**src/rtl/gray_ptr_counter.sv**
```systemverilog
// rtl/gray_ptr_counter.sv - binary/Gray pointer counter with remote-pointer synchronizer and distance
//
// Ports:
//   clk          rising-edge clock (only clock)
//   rst_n        asynchronous active-low reset
//   inc          advance local pointer by one
//   clr          synchronous clear of local pointer, wins over inc
//   bin_ptr      registered local binary pointer
//   gray_ptr     registered Gray encoding of bin_ptr
//   wrap         one-cycle pulse after pointer rolls from all-ones to zero
//   remote_gray  asynchronous Gray pointer from another domain
//   remote_bin   synchronized remote pointer decoded to binary
//   distance     (bin_ptr - remote_bin) mod 2^WIDTH
module gray_ptr_counter #(
    parameter int WIDTH       = 4,
    parameter int SYNC_STAGES = 2
) (
    input  logic             clk,
    input  logic             rst_n,
    input  logic             inc,
    input  logic             clr,
    output logic [WIDTH-1:0] bin_ptr,
    output logic [WIDTH-1:0] gray_ptr,
    output logic             wrap,
    input  logic [WIDTH-1:0] remote_gray,
    output logic [WIDTH-1:0] remote_bin,
    output logic [WIDTH-1:0] distance
);

    logic [WIDTH-1:0] bin_next;
    logic [WIDTH-1:0] sync_q [SYNC_STAGES];

    always_comb begin
        bin_next = bin_ptr;
        if (clr) begin
            bin_next = '0;
        end else if (inc) begin
            bin_next = bin_ptr + 1'b1;
        end
    end

    // Gray is registered from bin_next so the output that crosses domains
    // comes straight off flops and can never glitch.
    always_ff @(posedge clk or negedge rst_n) begin
        if (!rst_n) begin
            bin_ptr  <= '0;
            gray_ptr <= '0;
            wrap     <= 1'b0;
        end else begin
            bin_ptr  <= bin_next;
            gray_ptr <= bin_next ^ (bin_next >> 1);
            wrap     <= !clr && inc && (bin_ptr == {WIDTH{1'b1}});
        end
    end

    always_ff @(posedge clk or negedge rst_n) begin
        if (!rst_n) begin
            for (int s = 0; s < SYNC_STAGES; s++) begin
                sync_q[s] <= '0;
            end
        end else begin
            sync_q[0] <= remote_gray;
            for (int s = 1; s < SYNC_STAGES; s++) begin
                sync_q[s] <= sync_q[s-1];
            end
        end
    end

    // Gray-to-binary: each binary bit is the XOR of all Gray bits at or above it.
    always_comb begin
        remote_bin = '0;
        remote_bin[WIDTH-1] = sync_q[SYNC_STAGES-1][WIDTH-1];
        for (int i = WIDTH - 2; i >= 0; i--) begin
            remote_bin[i] = remote_bin[i+1] ^ sync_q[SYNC_STAGES-1][i];
        end
    end

    assign distance = bin_ptr - remote_bin;

endmodule

```
**config.mk**
```make
export PLATFORM = sky130hd
export DESIGN_NAME = gray_ptr_counter
export DESIGN_NICKNAME = d
export VERILOG_FILES = /design/src/rtl/gray_ptr_counter.sv
export SDC_FILE = /design/constraint.sdc
export NUM_CORES = 1
export LEC_CHECK = 0
export ABC_CLOCK_PERIOD_IN_PS = 3700
export CAP_MARGIN = 0
export CORE_UTILIZATION = 45
export DETAILED_ROUTE_END_ITERATION = 10
export PLACE_DENSITY = 0.83
export SETUP_SLACK_MARGIN = 0.15
export SLEW_MARGIN = 20
export SYNTH_ARGS = -nofsm -noshare
export SYNTH_HDL_FRONTEND = slang
export SYNTH_SLANG_ARGS = --single-unit
```
**constraint.sdc**
```tcl
create_clock -name clk -period 3.7 [get_ports clk]
set_input_delay 0.925 -clock clk [delete_from_list [all_inputs] [get_ports clk]]
set_output_delay 0.925 -clock clk [all_outputs]
set_load 0.05 [all_outputs]
```
## After elaboration in Yosys (flattened, before gate mapping)

Index checks and enable logic that the tools add are counted.

- Bits in registers: 17
- Input bits: 8
- Output and inout bits: 17
- Word-level logic and storage cells: 17

- Add/sub/neg operators: 2
- Equality and inequality tests: 1
- Multiplexer cells: 2
- Bitwise gates (word level): 4
- Reductions and logical operators: 3

Operators by type and width:

| operator | count |
|---|---|
| two-way mux 4 bit | 2 |
| adder 4 x 1 -> 4 bit (second input constant) | 1 |
| equality test 4 bit (second input constant) | 1 |
| subtractor 4 bit | 1 |
| bitwise XOR 4 x 3 -> 4 bit | 1 |
| bitwise XOR 1 bit | 3 |
| logical AND 1 bit | 2 |
| zero test 1 bit | 1 |

## Logic depth before layout (Yosys ltp)

- Depth after elaboration: 4
- Gate-level depth with buffers: 9
- Gate-level depth less buffers: 9

## Worst setup path after synthesis

Ideal clock, no wire load.

- Path kind: reg2out
- Start point: register sync_q, in the netlist remote_bin[3]
- End point: output distance[2]
- Data arrival time: 3973 ps
- Data required time: 2775 ps
- Slack: -1198 ps
- Stages on the path, launching flop included: 10
- Path buffers: 0
- Cell sequence: dfrtp_1 -> xor2_2 -> xnor2_1 -> xnor2_1 -> ha_1 -> inv_1 -> ha_1 -> nor3_1 -> a211oi_2 -> xnor2_1

- Word-level cells in the longest chain between the ends: 4

RTL lines:

| what | RTL line | RTL |
|---|---|---|
| from (decl) | 31 | `logic [WIDTH-1:0] sync_q [SYNC_STAGES];` |
| from (signal, indexed assignment) | 64 | `sync_q[s] <= sync_q[s-1];` |
| bitwise XOR 1 bit | 74 | `remote_bin[i] = remote_bin[i+1] ^ sync_q[SYNC_STAGES-1][i];` |
| via remote_bin[2] | 26 | `output logic [WIDTH-1:0] remote_bin,` |
| bitwise XOR 1 bit (2 in a row) | 74 |  |
| via remote_bin[0] | 26 |  |
| subtractor 4 bit | 78 | `assign distance = bin_ptr - remote_bin;` |
| to (decl) | 27 | `output logic [WIDTH-1:0] distance` |

The timed path passes the listed nets, and every way through them passes these cells.

## Worst setup path in the final report

- Start point: register sync_q, in the netlist remote_bin[3]
- End point: output distance[2]

- Word-level cells in the longest chain between the ends: 4

RTL lines:

| what | RTL line |
|---|---|
| bitwise XOR 1 bit * | 74 |
| bitwise XOR 1 bit (2 in a row) | 74 |
| subtractor 4 bit * | 78 |

Mark *: on every way between the ends. The rest lies on a longest branch, timed or not.

==> flow_summary.ini <==
[timing]
rsz0062_at_grt = yes
fin_crit_ps = 3455
worstMarginPinSlew_ps = 682.2
final_hold_viol_count = 0
max_clock_freq_mhz = 289.4
clock-skew-final_ps = 5.774
fin_crit_sh_pct = 93.38
timing.final.ws_setup_ps = 245.1
drv_slew = 0
finalSetupViolations = 0
maxSlewHeadroom_pct = 54.37
hold_slack_ps = 355.6

[power]
total_power_w = 0.0005439
cellPowerDensity_nw_per_um2 = 496.8
peakVddDrop_v = 0.0003162
p_leak_nw = 0.4899

[clock_network]
cts_num_sinks = 16
htreeDepth = 1
worstSkewPairLatency_ps = 270
cts_tree = built
cts_hold_repair.buffers = 0
clockBufferDepth = 2
clk_pin_slew_worst_paths_ps = 80
cts_buffers = 3
clock-root-buffer = clkbuf_4

[detailed_routing]
drt_iter0_drc = 3
vias_per_cell = 5.109
wirelength_um = 1430
vias = 516
route.detailed.drc = 0
wire_per_inst_um = 14.16
dr.pass1.iters = 4
ant_nets = 0

[synthesis]
synth_edf_count = 0
synth_seq_area_share_pct = 57.35
yosys-top-cells-count = dfrtp_1 (16), xnor2_1 (7), nor2_1 (6)
yosysTopAreaCell = dfrtp_1
syn_inst = 58
yosysMostFrequentCell = dfrtp_1
postSynth.asyncResetShare_pct = 100.0
avgSynthCellArea_um2 = 12.04
yosysWarningCount = 0
yosys.area.top_type_share_pct = 57.35
dominantRegCellSynth = dfrtp_1
synthesis.nets = 69
ys_top_cells_by_area = dfrtp_1 (57%), xnor2_1 (8.8%), xor2_1 (6.3%)
ys_seq_elements = 16
post_synth_num_cell_types = 18
synthesis.area_um2 = 698.2

[global_route]
track_usage_pct = 17.96
grt_pass1_wl_um = 1925
grt_pass1_vias = 441
grt_max_degree = 17
antenna_found_initial = 0
grt_overflow_total = 0

[setup_path]
cp-end-kind = primary output
cp_slowest_cell = dfrtp_2
slowest_delay_ps = 460
crit_chain = xor2_4, xnor2_4, xnor2_4, ha_2, inv_1, ha_2, nor2_1, a211oi_2, xnor2_4, buf_12
crit_fanout = 5
arrival_ps = 2530
critPathBufInv = 2
cp.depth = 10
startpoint_type = flip-flop
cpLargestDelayFamily = XOR/XNOR gates
worstPathRequired_ps = 2770
ff2ff_path_depth = 5
critPathKind = flip-flop to primary output
cp_common_cell = xnor2_4

[placed_design]
numPortBuffers = 24
place.gp.congestion = 0.6632
dp_slack_ps = 231.0
dp_hpwl_um = 1041

[cells_and_area]
final_util_pct = 80.13
antenna_cells = 0
drive_gt1_share_pct = 22.09
syn_to_final_growth_pct = 56.81
finalNetCount = 98
fill_cells = 97

[floorplan]
rows = 13
dieArea_um2 = 1713
die_y_um = 41.39
pin_count = 25
core_um2 = 1366
fp.dieW_um = 41.39
initial_core_util_pct = 51.10

[run]
cap_violations = 0

[hold_path]
min_delay_path_depth = 0
min_path_type = flip-flop to flip-flop

[run_status]
outcome = complete, no violations
per-stage QoR:
step	std cells	instance area, µm²	setup TNS, ps
after floorplan	58	754.5	-29.62
after global placement	94	1011	0
after detailed placement	94	1011	0
after CTS	98	1066	0
after global routing	101	1095	0
final	101	1095	0
power by group:
part,internal (W),leakage (nW),switching (W)
logic,0.0000982,0.268,0.000142
registers,0.000185,0.201,0.00000962
clock network,0.0000597,0.0210,0.0000496
path summary, 6_finish.rpt:
check	start	to	slack [ps]
min reg2reg	sync_q[6]$_DFF_PN0_	sync_q[2]$_DFF_PN0_	360
max reg2reg	bin_ptr[1]$_DFF_PN0_	gray_ptr[2]$_DFF_PN0_	2260
min	sync_q[6]$_DFF_PN0_	sync_q[2]$_DFF_PN0_	360
max	remote_bin[3]$_DFF_PN0_	distance[2]	250
max in group asynchronous	rst_n	remote_bin[3]$_DFF_PN0_	2170
min in group asynchronous	rst_n	bin_ptr[2]$_DFF_PN0_	1060
repair_timing:
| action | CTS | global route |
|---|---|---|
| pin swaps | 0 | 3 |
| endpoints found under the setup margin | 2 | 1 |
| buffers inserted | 0 | 3 |
| resized for setup | 2 | 3 |
per-layer routing:
metal | track usage (%) | up-vias | part of all wire, %
met5 | 0 | - | 0
met4 | 4.839 | 0 | 0
met3 | 0 | 0 | 2.3
met2 | 37.50 | 12 | 60
met1 | 19.50 | 260 | 37
li1 | - | 244 | -
sequential cells by signal, indices dropped and copies added, names as in the netlist:
register,cells
wrap,1
remote_bin,1
sync_q,7
gray_ptr,3
bin_ptr,4
cell usage in the layout, fill, tap and decap left out, types with 3 or more instances in the layout:
| cell type | count |
|---|---|
| clkbuf_4 | 3 |
| dfrtp_1 | 15 |
| clkdlybuf4s50_1 | 21 |
| buf_4 | 4 |
| inv_1 | 5 |
| xnor2_4 | 3 |
| xnor2_1 | 3 |
| xor2_1 | 5 |
| nand2_1 | 3 |
| nor2_1 | 6 |
cell families after synthesis:
kind of cell    share of synthesized area, %
compound gates                         4.838
xor+xnor                               17.38
fa+ha+maj                              5.377
buf+inv                                5.555
flops                                  57.35
mux                                    1.434
simple gates                           8.063
worst reg2reg max path: stages, from the launching register on:
cell and delay [ps]:
dfrtp_1 460, ha_1 220, nand2_1 80, xor2_1 150, nor2_1 260, xor2_1 190
cell type report:
class	count	area (µm²)	area share, %
Inverter	5	18.77	1.714
Multi-Input combinational cell	34	339.1	30.97
Tap cell	15	18.77	1.714
Clock buffer	4	36.28	3.314
Timing Repair Buffer	27	280.3	25.60
Sequential cell	16	401.6	36.69
(Power assumes the default switching activity.)
